### config.mk
export PLATFORM = sky130hd
export DESIGN_NAME = conv_seq_ctrl
export DESIGN_NICKNAME = d
export VERILOG_FILES = /design/src/rtl/conv_ctrl_pkg.sv /design/src/rtl/conv_addr_gen.sv /design/src/rtl/conv_seq_ctrl.sv
export SDC_FILE = /design/constraint.sdc
export NUM_CORES = 1
export LEC_CHECK = 0
export ABC_AREA = 1
export BUFFER_PORTS_ARGS = -buffer_cell sky130_fd_sc_hd__buf_2
export CAP_MARGIN = 10
export CORE_MARGIN = 2
export CORE_UTILIZATION = 45
export DETAILED_ROUTE_END_ITERATION = 8
export PLACE_DENSITY = 0.71
export SLEW_MARGIN = 20
export SYNTH_ARGS = -nofsm -noshare
export SYNTH_HDL_FRONTEND = slang
export SYNTH_HIERARCHICAL = 1
export SYNTH_SLANG_ARGS = --single-unit
export TNS_END_PERCENT = 10
### constraint.sdc
create_clock -name clk -period 6.25 [get_ports clk]
set_input_delay 0.3125 -clock clk [delete_from_list [all_inputs] [get_ports clk]]
set_output_delay 0.3125 -clock clk [all_outputs]
set_load 0.005 [all_outputs]
### src/rtl/conv_ctrl_pkg.sv
// Shared types and derived geometry for the convolution sequencer.
package conv_ctrl_pkg;

   // Default configuration of the conv datapath.
   localparam int unsigned DEF_ADDR_W = 8;
   localparam int unsigned DEF_IFM_W  = 8;
   localparam int unsigned DEF_IFM_H  = 8;
   localparam int unsigned DEF_K      = 3;
   localparam int unsigned DEF_RD_LAT = 1;

   // Sequencer states.
   typedef enum logic [2:0] {
      IDLE  = 3'd0,
      LOAD  = 3'd1,
      DRAIN = 3'd2,
      EMIT  = 3'd3,
      FIN   = 3'd4
   } state_t;

   // Number of valid window positions along one image dimension.
   function automatic int unsigned out_dim(input int unsigned img, input int unsigned k);
      return img - k + 1;
   endfunction

   // Derived geometry of the default configuration.
   localparam int unsigned OUT_W = out_dim(DEF_IFM_W, DEF_K);
   localparam int unsigned OUT_H = out_dim(DEF_IFM_H, DEF_K);
   localparam int unsigned TAPS  = DEF_K * DEF_K;
   localparam int unsigned N_OUT = OUT_W * OUT_H;

endpackage

### src/rtl/conv_addr_gen.sv
// Window/tap counters and IFM/weight address generation for the conv sequencer.
module conv_addr_gen
   import conv_ctrl_pkg::*;
#(
   parameter int unsigned ADDR_W = DEF_ADDR_W,
   parameter int unsigned IFM_W  = DEF_IFM_W,
   parameter int unsigned IFM_H  = DEF_IFM_H,
   parameter int unsigned K      = DEF_K
) (
   input  logic              clk,
   input  logic              rst_n,
   input  logic              step,
   input  logic              next_pix,
   input  logic              clr,
   output logic [ADDR_W-1:0] ifm_addr,
   output logic [ADDR_W-1:0] weight_addr,
   output logic              first_tap,
   output logic              last_tap,
   output logic              last_pix
);

   // One guard bit above the BRAM address width for the address sums.
   localparam int unsigned CW       = ADDR_W + 1;
   localparam int unsigned OUT_COLS = out_dim(IFM_W, K);
   localparam int unsigned OUT_ROWS = out_dim(IFM_H, K);

   logic [CW-1:0]     r_orow, r_ocol, r_kr, r_kc;
   logic [CW-1:0]     w_orow_nxt, w_ocol_nxt, w_kr_nxt, w_kc_nxt;
   logic [CW-1:0]     w_ifm_nxt, w_wgt_nxt;
   logic [ADDR_W-1:0] r_ifm_addr, r_weight_addr;
   logic              r_first_tap, r_last_tap, r_last_pix;

   // Next counter values and the addresses they select.
   always_comb begin
      w_orow_nxt = r_orow;
      w_ocol_nxt = r_ocol;
      w_kr_nxt   = r_kr;
      w_kc_nxt   = r_kc;
      if (clr) begin
         w_orow_nxt = '0;
         w_ocol_nxt = '0;
         w_kr_nxt   = '0;
         w_kc_nxt   = '0;
      end else if (next_pix) begin
         w_kr_nxt = '0;
         w_kc_nxt = '0;
         if (r_ocol == CW'(OUT_COLS - 1)) begin
            w_ocol_nxt = '0;
            w_orow_nxt = (r_orow == CW'(OUT_ROWS - 1)) ? '0 : r_orow + CW'(1);
         end else begin
            w_ocol_nxt = r_ocol + CW'(1);
         end
      end else if (step) begin
         if (r_kc == CW'(K - 1)) begin
            w_kc_nxt = '0;
            w_kr_nxt = (r_kr == CW'(K - 1)) ? '0 : r_kr + CW'(1);
         end else begin
            w_kc_nxt = r_kc + CW'(1);
         end
      end
      w_ifm_nxt = (w_orow_nxt + w_kr_nxt) * CW'(IFM_W) + w_ocol_nxt + w_kc_nxt;
      w_wgt_nxt = w_kr_nxt * CW'(K) + w_kc_nxt;
   end

   // Counters and registered address/flag outputs; a carry into the guard bit saturates.
   always_ff @(posedge clk) begin
      if (!rst_n) begin
         r_orow        <= '0;
         r_ocol        <= '0;
         r_kr          <= '0;
         r_kc          <= '0;
         r_ifm_addr    <= '0;
         r_weight_addr <= '0;
         r_first_tap   <= 1'b0;
         r_last_tap    <= 1'b0;
         r_last_pix    <= 1'b0;
      end else begin
         r_orow        <= w_orow_nxt;
         r_ocol        <= w_ocol_nxt;
         r_kr          <= w_kr_nxt;
         r_kc          <= w_kc_nxt;
         r_ifm_addr    <= w_ifm_nxt[ADDR_W] ? '1 : w_ifm_nxt[ADDR_W-1:0];
         r_weight_addr <= w_wgt_nxt[ADDR_W] ? '1 : w_wgt_nxt[ADDR_W-1:0];
         r_first_tap   <= (w_kr_nxt == '0) && (w_kc_nxt == '0);
         r_last_tap    <= (w_kr_nxt == CW'(K - 1)) && (w_kc_nxt == CW'(K - 1));
         r_last_pix    <= (w_orow_nxt == CW'(OUT_ROWS - 1)) && (w_ocol_nxt == CW'(OUT_COLS - 1));
      end
   end

   assign ifm_addr    = r_ifm_addr;
   assign weight_addr = r_weight_addr;
   assign first_tap   = r_first_tap;
   assign last_tap    = r_last_tap;
   assign last_pix    = r_last_pix;

endmodule

### src/rtl/conv_seq_ctrl.sv
// Convolution sequencer: walks a KxK window over the IFM, drives BRAM reads,
// the MAC enable/clear pipe and the per-pixel result handshake.
module conv_seq_ctrl
   import conv_ctrl_pkg::*;
#(
   parameter int unsigned ADDR_W = DEF_ADDR_W,
   parameter int unsigned IFM_W  = DEF_IFM_W,
   parameter int unsigned IFM_H  = DEF_IFM_H,
   parameter int unsigned K      = DEF_K,
   parameter int unsigned RD_LAT = DEF_RD_LAT
) (
   input  logic              clk,
   input  logic              rst_n,
   input  logic              start,
   output logic              busy,
   output logic              done,
   output logic              ena,
   output logic [ADDR_W-1:0] ifm_addr,
   output logic [ADDR_W-1:0] weight_addr,
   output logic              mac_en,
   output logic              mac_clr,
   output logic              res_valid,
   input  logic              res_ready,
   output logic [ADDR_W-1:0] out_idx
);

   localparam int unsigned DRAIN_W = (RD_LAT > 1) ? $clog2(RD_LAT) : 1;

   // Reject geometries the address space or window cannot cover.
   if (64'(IFM_W) * 64'(IFM_H) > (64'(1) << ADDR_W)) begin : g_chk_size
      $error("conv_seq_ctrl: IFM_W*IFM_H exceeds 2**ADDR_W");
   end
   if (K > IFM_W || K > IFM_H) begin : g_chk_k
      $error("conv_seq_ctrl: kernel larger than image");
   end
   if (RD_LAT < 1 || RD_LAT > 2) begin : g_chk_lat
      $error("conv_seq_ctrl: RD_LAT must be 1 or 2");
   end

   state_t              r_state;
   logic                r_busy, r_done, r_ena, r_res_valid;
   logic [ADDR_W-1:0]   r_out_idx;
   logic [DRAIN_W-1:0]  r_drain_cnt;
   logic [RD_LAT-1:0]   r_en_pipe, r_clr_pipe;

   logic                w_clr, w_step, w_xfer;
   logic                w_first_tap, w_last_tap, w_last_pix;
   logic [ADDR_W-1:0]   w_ifm_addr, w_weight_addr;

   // Counter controls: clear on accepted start, step through taps, advance on transfer.
   assign w_clr  = (r_state == IDLE) && start;
   assign w_step = (r_state == LOAD) && !w_last_tap;
   assign w_xfer = (r_state == EMIT) && res_ready;

   conv_addr_gen #(
      .ADDR_W (ADDR_W),
      .IFM_W  (IFM_W),
      .IFM_H  (IFM_H),
      .K      (K)
   ) u_addr_gen (
      .clk         (clk),
      .rst_n       (rst_n),
      .step        (w_step),
      .next_pix    (w_xfer),
      .clr         (w_clr),
      .ifm_addr    (w_ifm_addr),
      .weight_addr (w_weight_addr),
      .first_tap   (w_first_tap),
      .last_tap    (w_last_tap),
      .last_pix    (w_last_pix)
   );

   // Sequencer FSM with registered control outputs.
   always_ff @(posedge clk) begin
      if (!rst_n) begin
         r_state     <= IDLE;
         r_busy      <= 1'b0;
         r_done      <= 1'b0;
         r_ena       <= 1'b0;
         r_res_valid <= 1'b0;
         r_out_idx   <= '0;
         r_drain_cnt <= '0;
      end else begin
         r_done <= 1'b0;
         unique case (r_state)
            IDLE: begin
               if (start) begin
                  r_state   <= LOAD;
                  r_busy    <= 1'b1;
                  r_ena     <= 1'b1;
                  r_out_idx <= '0;
               end
            end
            LOAD: begin
               if (w_last_tap) begin
                  r_state     <= DRAIN;
                  r_ena       <= 1'b0;
                  r_drain_cnt <= '0;
               end
            end
            DRAIN: begin
               if (r_drain_cnt == DRAIN_W'(RD_LAT - 1)) begin
                  r_state     <= EMIT;
                  r_res_valid <= 1'b1;
               end else begin
                  r_drain_cnt <= r_drain_cnt + DRAIN_W'(1);
               end
            end
            EMIT: begin
               if (res_ready) begin
                  r_res_valid <= 1'b0;
                  if (w_last_pix) begin
                     r_state <= FIN;
                     r_busy  <= 1'b0;
                     r_done  <= 1'b1;
                  end else begin
                     r_state   <= LOAD;
                     r_ena     <= 1'b1;
                     r_out_idx <= r_out_idx + ADDR_W'(1);
                  end
               end
            end
            FIN: begin
               r_state <= IDLE;
            end
            default: begin
               r_state <= IDLE;
            end
         endcase
      end
   end

   // MAC enable/clear follow the read enable by the BRAM read latency.
   always_ff @(posedge clk) begin
      if (!rst_n) begin
         r_en_pipe  <= '0;
         r_clr_pipe <= '0;
      end else begin
         r_en_pipe[0]  <= r_ena;
         r_clr_pipe[0] <= r_ena & w_first_tap;
         for (int i = 1; i < int'(RD_LAT); i++) begin
            r_en_pipe[i]  <= r_en_pipe[i-1];
            r_clr_pipe[i] <= r_clr_pipe[i-1];
         end
      end
   end

   assign busy        = r_busy;
   assign done        = r_done;
   assign ena         = r_ena;
   assign ifm_addr    = w_ifm_addr;
   assign weight_addr = w_weight_addr;
   assign mac_en      = r_en_pipe[RD_LAT-1];
   assign mac_clr     = r_clr_pipe[RD_LAT-1];
   assign res_valid   = r_res_valid;
   assign out_idx     = r_out_idx;

endmodule

**Word level (Yosys, flattened, before mapping)**

Cells that the tools add are included.

- Logic and storage cells: 110
- Flip-flop bits (word level): 73

- Bitwise logic cells: 1
- Multiply operators: 1
- Muxes and demuxes: 42
- Reduce and logical (&&, ||, !) cells: 21
- Equal/unequal tests: 17
- Add/sub/neg operators: 10

Operator list:

| cell | number |
|---|---|
| two-way mux 9 bit | 16 |
| two-way mux 8 bit | 5 |
| adder 9 x 1 -> 9 bit, second input constant | 4 |
| equality test 9 x 2 -> 1 bit, second input constant | 4 |
| equality test 9 x 3 -> 1 bit, second input constant | 4 |
| adder 9 bit | 3 |
| zero test 9 bit | 2 |
| one-hot mux 8 bit (2 select lines) | 1 |
| two-way mux 3 bit | 5 |
| one-hot mux 3 bit (4 select lines) | 1 |
| AND reduction 4 bit | 3 |
| two-way mux 1 bit | 10 |
| multiplier 9 x 2 -> 9 bit, second input constant | 1 |
| adder 8 x 1 -> 8 bit, second input constant | 1 |
| != test 2 bit, second input constant | 4 |
| adder 6 bit | 1 |
| equality test 3 x 2 -> 1 bit, second input constant | 2 |
| logical AND 1 bit | 6 |
| one-hot mux 1 bit (2 select lines) | 3 |
| AND reduction 3 bit | 2 |
| nonzero test 2 bit | 3 |
| AND reduction 5 bit | 1 |
| != test 2 x 1 -> 1 bit, second input constant | 2 |
| equality test 3 x 1 -> 1 bit, second input constant | 1 |
| 7 further kinds | 7 |

**Logic depth before layout (Yosys ltp)**

Gate-level depths: netlist of the first run.

- Depth after elaboration: 10
- Depth in mapped cells: 30
- Mapped depth without buffers: 30

**Cells and area by module**

Netlist of the first run, hierarchy kept.

Modules (own cells, without submodules):

| module | area an instance (sq um) | instances | cells each |
|---|---|---|---|
| conv_addr_gen | 4367.9 | 1 | 596 |
| conv_seq_ctrl | 825.8 | 1 | 125 |

**Worst setup path after synthesis of the first run**

OpenSTA, ideal clock, no wires.

- Path type: reg-to-reg
- Start: register r_state[2]
- End: register u_addr_gen.r_ifm_addr[0], in the netlist u_addr_gen/ifm_addr[0]
- Library setup time: 0.109 ns
- Stages on the path, launching flop included: 23
- Buffers on the path: 2
- Data arrival time: 4.062 ns
- Path slack: 2.079 ns
- Clock period less this slack: 4.171 ns
- Path through: dfxtp_1 -> inv_1 -> nand3_1 -> nor2_1 -> buf_6 -> nor2_4 -> nand2_4 -> buf_6 -> o21ai_0 -> ha_1 -> a31oi_1 -> xor2_1 -> inv_1 -> fa_1 -> ha_1 -> nand2_1 -> o21ai_0 -> a21oi_1 -> xor2_2 -> nand3b_4 -> nand3_1 -> nand2_1 -> inv_1

- Elaborated cells on any way between the ends: 20
- Those cells by class: add/sub (3); eq/ne (2); mux (11); reduce/logical (4)

RTL lines:

| what | line | source |
|---|---|---|
| start, declared | conv_seq_ctrl.sv:40 | `state_t r_state;` |
| start signal, assigned | conv_seq_ctrl.sv:76 | `r_state <= IDLE;` |
| start signal, assigned | conv_seq_ctrl.sv:88 | `r_state <= LOAD;` |
| start signal, assigned | conv_seq_ctrl.sv:96 | `r_state <= DRAIN;` |
| equality test 3 x 2 -> 1 bit | conv_seq_ctrl.sv:53 | `assign w_xfer = (r_state == EMIT) && res_ready;` |
| logical AND 1 bit | conv_seq_ctrl.sv:53 |  |
| via w_xfer | conv_seq_ctrl.sv:46 | `logic w_clr, w_step, w_xfer;` |
| two-way mux 9 bit | conv_addr_gen.sv:44 | `end else if (next_pix) begin` |
| two-way mux 9 bit | conv_addr_gen.sv:39 | `if (clr) begin` |
| via u_addr_gen.w_kr_nxt[1] | conv_addr_gen.sv:28 | `logic [CW-1:0] w_orow_nxt, w_ocol_nxt, w_kr_nxt, w_kc_nxt;` |
| adder 6 bit | conv_addr_gen.sv:61 | `w_ifm_nxt = (w_orow_nxt + w_kr_nxt) * CW'(IFM_W) + w_ocol_nxt + w_kc_nxt;` |
| adder 9 bit (2 in series) | conv_addr_gen.sv:61 |  |
| two-way mux 8 bit | conv_addr_gen.sv:82 | `r_ifm_addr <= w_ifm_nxt[ADDR_W] ? '1 : w_ifm_nxt[ADDR_W-1:0];` |
| end signal, assigned | conv_addr_gen.sv:82 |  |
| end, declared | conv_addr_gen.sv:30 | `logic [ADDR_W-1:0] r_ifm_addr, r_weight_addr;` |

The timed path passes the listed nets, and every way through them passes these cells.
A chain may end at the register's enable or synchronous reset.

**Final worst setup path of the first run**

- Start: register r_state[2]
- End: register u_addr_gen.r_ifm_addr[7], in the netlist u_addr_gen/ifm_addr[7]

- Elaborated cells on any way between the ends: 20
- Those cells by class: add/sub (3); eq/ne (2); mux (11); reduce/logical (4)

RTL lines:

| what | line | source |
|---|---|---|
| zero test 3 bit | conv_seq_ctrl.sv:51 | `assign w_clr = (r_state == IDLE) && start;` |
| logical AND 1 bit | conv_seq_ctrl.sv:51 |  |
| via w_clr | conv_seq_ctrl.sv:46 |  |
| two-way mux 9 bit | conv_addr_gen.sv:39 |  |
| via u_addr_gen.w_kr_nxt[0] | conv_addr_gen.sv:28 |  |
| adder 6 bit | conv_addr_gen.sv:61 |  |
| adder 9 bit (2 in series) | conv_addr_gen.sv:61 |  |
| two-way mux 8 bit | conv_addr_gen.sv:82 |  |

The timed path passes the listed nets, and every way through them passes these cells.

==> results of run 1 <==
==> final timing paths <==
check,endpoint,cells after the start,slack (ns),from
setup / recovery,u_addr_gen/ifm_addr[7],23,1.41,r_state[2]
hold / removal,done,3,0.29,res_ready
setup reg to reg,u_addr_gen/ifm_addr[7],23,1.41,r_state[2]
hold reg to reg,mac_clr,2,0.41,u_addr_gen/first_tap
==> layer usage <==
| layer | track usage, % | up-vias | part of all wire, % |
|---|---|---|---|
| li1 | - | 2354 | - |
| met1 | 27.1 | 1943 | 49 |
| met2 | 31.7 | 109 | 44 |
| met3 | 2.45 | 17 | 4.4 |
| met4 | 8.72 | 0 | 2.4 |
| met5 | 0 | - | 0 |
==> flip-flops by register name, indices dropped and copies added, names as in the netlist <==
signal	flops
u_addr_gen/r_kc	9
u_addr_gen/r_kr	9
u_addr_gen/r_ocol	9
u_addr_gen/r_orow	9
out_idx	8
u_addr_gen/ifm_addr	8
u_addr_gen/weight_addr	8
r_state	3
busy	1
done	1
ena	1
mac_clr	1
mac_en	1
res_valid	1
u_addr_gen/first_tap	1
u_addr_gen/last_pix	1
u_addr_gen/last_tap	1
==> cells by family (layout without fill, tap and decap cells) <==
family,after synthesis,in the layout,synth area share [%]
adders and majority gates,52,52,14.7
buffers and inverters,148,192,11.3
DFF,72,72,27.8
xor gates and xnor gates,26,26,4.67
and+or+nand+nor,360,360,34.8
AOI/OAI and AO/OA,63,63,6.72
==> final cells by class <==
class                      count  share of cell area, %
timing repair buffer          37                   3.34
inverter                     139                   8.96
clock buffer                  11                   4.15
sequential                    72                   24.6
tap                          143                   3.06
multi-input combinational    501                   54.1
clock inverter                 5                   1.78
==> synthesized netlist by cell type, drive strengths merged (2+ instances only) <==
master,instances
a31oi,3
nand2,142
dfxtp,72
o211ai,2
xnor2,3
a21oi,33
ha,37
nor4,4
clkinv,5
clkbuf,3
inv,134
nor3,21
nand3b,3
nand4,13
o21ai,19
nand3,65
nor2,109
buf,6
fa,15
xor2,23
o22ai,2
==> power breakdown <==
part	switching [mW]	internal, mW	leakage [nW]
clock network	0.198	0.401	0.170
registers	0.00674	0.471	0.582
logic	0.0850	0.0355	2.27
total	0.290	0.907	3.02
==> worst max-delay path, stage by stage (launching register included) <==
cell	delay, ns
dfxtp_1	0.34
nor2_1	0.22
nand3_1	0.19
inv_1	0.37
nor2_4	0.11
nand2_1	0.22
inv_1	0.09
nand3_1	0.07
o21ai_0	0.19
ha_1	0.31
fa_1	0.42
nand3_1	0.10
nand2_1	0.06
xor2_1	0.17
fa_1	0.44
ha_1	0.35
a21oi_1	0.14
o21ai_0	0.09
a21oi_1	0.22
xor2_2	0.23
nand3b_4	0.21
nand3_1	0.09
nand2_1	0.07
inv_1	0.04
==> results, run 1 <==
- The run finished with clean final reports.
- The time the final worst path needs with I/O delays and setup is 4.84 ns.
- The post-route netlist has 15.4% of its cells at a drive strength greater than 1.
- The cell area that synthesis handed to floorplanning was 5190 um^2.
- In the final layout, flip-flops and latches occupy 1440 um^2.
- The top-level port count is 34.
- The number of H-tree branching levels is 3.
- The worst vdd rail ir drop is around 160 uV.
- Counting tap cells, the placed design contains a total of 892 instances.
- For the final routed database, the setup TNS stands at 0 ns.
- After detailed routing, the average wire length per cell comes to 12.6 um.
- The actual transition at the worst max-transition pin is 0.709 ns.
- dfxtp_1 takes more of the synthesized area than any other cell.
- The highest fanout seen on the critical path is 10.
- The number of vias per cell after detailed routing is 4.87.
- Among all flip-flop cells after synthesis, the most frequent one is dfxtp_1.
- The number of gates given a new drive strength after cts is 0.
- Wires add up to approximately 11 mm.
- Routability-driven placement finished with a final weighted congestion of 0.913.
- The worst setup path is launched from a flip-flop.
- The count of buffers from port buffering is 33.
- After detailed placement, the total cell area comes to 5500 um^2.
- The number of nets in the layout is 816.
- In this run, synthesis produced a sequential element count of 72.
- The multi-input combinational cells in the finished layout cover a total of around 3200 um^2.
- The post-layout total power is 1.20 mW.
- By area the synthesized netlist is led by dfxtp_1, inv_1, ha_1.
- The final hold violation count was 0.
- The post-layout worst setup margin is 1.41 ns.
- In this run, CTS created clock tree buffers numbering 9.
- The clock slew at the register clock pins of the worst setup and hold paths is 0.06 ns.
- The number of antenna violations at the first check in global routing is 0.
- Derived from the worst setup path, the maximum achievable clock frequency is 207 MHz.
- The final setup violation count is 0.
- The worst-case setup slack after placement is around 1.4 ns.
- Summed over all cells, the static leakage comes to 3.02 nW.
- The number of vias after detailed routing is roughly 4400.
- TritonCTS built the clock tree.
- The CTS sink count is 72.
- The cell sitting at the root of the clock tree is a clkbuf_16.
- The synthesized area per cell is between 7 and 8 um^2.
- The total track usage is slightly below 20%.
- The area of all placed cells without fillers is approximately 5800 um^2.
- The worst setup path is captured at a flip-flop.
- For the final database, setup skew stands at 0.00487 ns.
- The count of nets left with antenna violations once routing finished came out at 0.
- The final hold slack is 0.294 ns.
- The repair_antennas step left the layout with diodes totalling 0.
- The share of the yosys chip area belonging to registers is between 20 and 30%.
- Yosys mapped the design onto 45 distinct sky130hd cell types.
- The area growth from synthesis to layout is 12.6%.
- For this run, the number of Yosys warnings is 6.
- The filler cell count is 1075.
- The largest net degree at the start of global routing is 35.
- Counting flops with an async set or reset pin after synthesis yields a share of 0%.
- The number of DRC markers in iteration 0 is between 400 and 500.
- For this configuration, the core starts out at a cell density of 45.9%.
- In this run the vertical extent of the chip is ~110 um.
- The number of cells in the finished layout apart from fillers is 908.
- The die outline area is 12400 um^2.
- The max-slew violation count is 0.
- The remaining global-route overflow is 0.
- The floorplan step set the die width to about 110 um.
- The kind of critical path is flip-flop to flip-flop.
- The power density over the cells is between 200 and 250 nW/um^2.
- The number of buffers added to fix hold violations after cts is 0.
- After detailed routing, the number of remaining DRC violations is 0.
- The via count of the first global-routing pass was 4218.
- The area share of the largest cell type after synthesis is 27.8%.
- The period utilization is 77.4%.
- The core area is approximately 11000 um^2.
- The max-cap check violation count is 0.
- The type of the tightest min-delay check is primary input to flip-flop.
- The worst path required time is 6.49 ns.
- The synthesized instance count is 721.
- In the layout the commonest cells are inv_1, nand2_1, nor2_1.
- Leaving out fill and tap cells, the most frequent cell in the layout is inv_1.
- The first global-routing pass estimated 20.1 mm of wire.
- Setup repair after global routing left no endpoint under its margin.
- After floorplanning, the core was divided into 39 placement rows.
- Detailed placement ended at an HPWL of 8.85 mm.
- The longest clock path from root to sink contains 2 buffers.
- The number of buffers inserted by post-CTS setup repair is 0.
- The insertion delay to the later sink of the worst-skew pair is 0.34 ns.
- Data on the critical path arrives at its endpoint at 5.07 ns.
- The total nets after synthesis is ~780.
- The worst slew margin relative to its limit is 52.2%.
- The pre-antenna-repair detailed-routing pass consisted of 5 iterations.
- The number of flops mapped to enable cells by yosys is 0.
- The utilization of the core after routing is approximately half.
(Power assumes the default switching activity.)
==> run 2, diff against run 1 <==
Clock period 6.25 ns to 4.9 ns, I/O delays scaled along.
==> run 2 against run 1 <==
Count of clock-buffer cells in the layout increased by 1. Clock power increased by 25%. Global-route usage increased by 0.27 points.
==> results, run 2 (same netlist as run 1, synthesis figures left out) <==
- The max-slew violation count came to 0 (unchanged).
- The top-level port count is 34 (unchanged).
- The worst slew margin relative to its limit came to 50.6% (-1.6 points).
- The logic depth of the worst register-to-register path is 23 (unchanged).
- The worst path required time was 5.13 ns (-1.36 ns).
- The post-layout total power is 1.52 mW (+27%).
- The maximum count of clock buffers along a single path is 2 (unchanged).
- The max-cap check violation count is 0 (unchanged).
- Clock tree synthesis selected as its root buffer the cell clkbuf_16.
- The wire length of the first global-routing pass came to 20.4 mm (+1.2%).
- The setup clock skew after layout is 0.00554 ns (+0.000674 ns).
- The startpoint of the worst-slack reg-to-reg timing path is r_state[2].
- The HPWL after detailed placement was 9.20 mm (+4.0%).
- The data arrival time at the worst-slack endpoint came to 4.71 ns (-0.36 ns).
- The final setup violation count was 0 (unchanged).
- Following the worst setup path forward leads to its endpoint at u_addr_gen/ifm_addr[7].
- The clock slew at the register clock pins of the worst setup and hold paths is 0.06 ns (about the same).
- The number of nets in the layout was 821 (+0.61%).
- The utilization of the core after routing is 52.0% (+0.33 points).
- The period utilization was 91.3% (+14 points).
- The final routed DRC violation total is 0 (unchanged).
- The number of cells in the finished layout apart from fillers was 912 (+0.44%).
- The reg-to-reg setup timing slack is 0.42 ns (-0.99 ns).
- The total iterations of the first detailed-routing run is 5 (unchanged).
- Setup repair after global routing left no endpoint under its margin.
- The number of DRC markers in iteration 0 was 467 (-4.1%).
- The largest net degree at the start of global routing was 35 (unchanged).
- The achievable frequency is 223 MHz (+8.1%).
- The leakage dissipation is 3.04 nW (+0.63%).
- Relative to the synthesized area, the layout overhead comes to 13.3%.
- The horizontal die dimension came to 111 um (unchanged).
- The worst vdd rail ir drop is 192 uV (+20%).
- The worst setup path is captured at a flip-flop.
- In the layout the commonest cells are inv_1, nand2_1, nor2_1.
- The kind of critical path is flip-flop to flip-flop.
- The remaining global-route overflow came to 0 (unchanged).
- The proportion of layout cells with a drive suffix above 1 came to 16.0% (+0.57 points).
- The run finished with clean final reports.
- The number of placement rows is 39 (unchanged).
- The CTS sink count came to 72 (unchanged).
- The insertion delay to the later sink of the worst-skew pair is 0.33 ns (about the same).
- The starting utilization of the core area is 45.9% (unchanged).
- The antenna diode count is 0 (unchanged).
- The worst register-to-register path ends at u_addr_gen/ifm_addr[7].
- The relative contribution of the clock network to total power came to 49.4% (-0.6 points).
- The residual antenna-violating net count after detailed routing came to 0 (unchanged).
- The number of H-tree branching levels was 3 (unchanged).
- The actual transition at the worst max-transition pin was 0.733 ns (+0.0236 ns).
- The switching component of the power came to 362 uW (+25%).
- The time the final worst path needs with I/O delays and setup was 4.48 ns (-0.361 ns).
- The number of buffers inserted during clock tree synthesis came to 9 (unchanged).
- The sequential fraction of design power came to 40.1% (+0.2 points).
- The setup TNS is 0 ns (unchanged).
- The count of buffers from port buffering came to 33 (unchanged).
- The portion of total power attributed to combinational logic is 10.5% (+0.4 points).
- The filler cell count is 1071 (-0.37%).
- The leading cell type in the layout, fill and taps excluded is inv_1.
- The core area is 11300 um^2 (unchanged).
- The cell total after placement was 895 (+0.34%).
- The power density over the cells is 258 nW/um^2 (+26%).
- The number of vias per cell after detailed routing came to 4.96 (+1.9%).
- The final hold violation count is 0 (unchanged).
- The internal power consumption was 1.16 mW (+28%).
- TritonCTS built the clock tree.
- The via count of the first global-routing pass is 4266 (+1.1%).
- The global placer's final weighted congestion is 0.975 (+6.7%).
- The number of vias after detailed routing was 4526 (+2.3%).
- The number of buffers added to fix hold violations after cts is 0 (unchanged).
- The fraction of power spent switching nets is 23.8% (-0.39 points).
- The sum of routed wire length over all layers is 11.8 mm (+3.4%).
- The total track usage is 20.1% (+0.27 points).
- The highest fanout seen on the critical path is 9 (-1).
- The number of antenna violations at the first check in global routing came to 0 (unchanged).
- The die outline area is 12400 um^2 (unchanged).
- The die boundary height was 111 um (unchanged).
- The type of the tightest min-delay check is primary input to flip-flop.
- The per-cell routed wire length is 13.0 um (+2.9%).
- In this run the worst setup path begins at r_state[2].
- STA classifies the critical path startpoint as a flip-flop.
[run 2: cell count changes in the layout (fill, tap and decap cells not counted), sizes merged]
cell / previous run / this run
buf: 37 / 42
clkinv: 7 / 5
clkbuf: 11 / 12
[run 2: power groups by stage]
stage | Combinational (mW) | Clock, mW | Sequential (mW)
final | 0.160 | 0.751 | 0.610
after global routing | 0.178 | 0.790 | 0.612
after CTS | 0.156 | 0.764 | 0.610
after detailed placement | 0.154 | 0 | 0.623
after global placement | 0.156 | 0 | 0.623
after floorplan | 0.112 | 0 | 0.622
[run 2: area by class of cell]
class | count | area (um^2) | share of cell area [%]
flip-flops and latches | 72 | 1440 | 24.5
well taps | 143 | 179 | 3.04
inverters | 139 | 524 | 8.91
clock buffers | 12 | 246 | 4.19
repair buffers | 42 | 233 | 3.95
clock inverters | 3 | 90.1 | 1.53
multi-input cells | 501 | 3170 | 53.9
[run 2: routing by layer]
layer / GRT usage, % / routed length (um)
met4: 8.97 / 326
met5: 0 / 0
met1: 27.1 / 5560
met3: 3.59 / 645
met2: 31.6 / 5290
[run 2: how the worst min path moves through the flow]
stage | startpoint | end | slack, ns | cells past startpoint
floorplan | rst_n | r_state[0] | 0.37 | 2
CTS | res_ready | done | 0.25 | 3
global placement | u_addr_gen/first_tap | mac_clr | 0.43 | 2
global route | res_ready | r_state[2] | 0.28 | 3
detailed placement | u_addr_gen/first_tap | mac_clr | 0.43 | 2
finish | res_ready | done | 0.27 | 3
[run 2: per-stage QoR]
stage	area, um^2	worst slack, ns	hold WS, ns
after CTS	5860	0.0972	0.248
final	5890	0.425	0.272
after floorplan	5190	0.729	0.370
after global placement	5530	0.307	0.431
after detailed placement	5530	0.156	0.425
after global routing	5890	0.0787	0.282
[run 2: critical path, stage by stage (launching register included)]
cell      delay [ns]
dfxtp_1         0.35
inv_1           0.10
nand3_1         0.18
nor2_2          0.22
buf_4           0.21
nand2_4         0.09
a31oi_1         0.21
nor2_1          0.08
nor2_1          0.25
ha_1            0.27
fa_1            0.23
nand3_1         0.08
nand2_1         0.08
xor2_1          0.18
fa_1            0.44
ha_1            0.35
a21oi_1         0.14
o21ai_0         0.09
a21oi_1         0.21
xor2_2          0.19
nand3b_4        0.20
nand3_1         0.10
nand2_1         0.08
inv_1           0.04
[run 2: repair_timing]
action / in CTS / in global routing
gates resized for setup: 0 / 4
buffers inserted: 0 / 2
endpoints found under the setup margin: 0 / 8
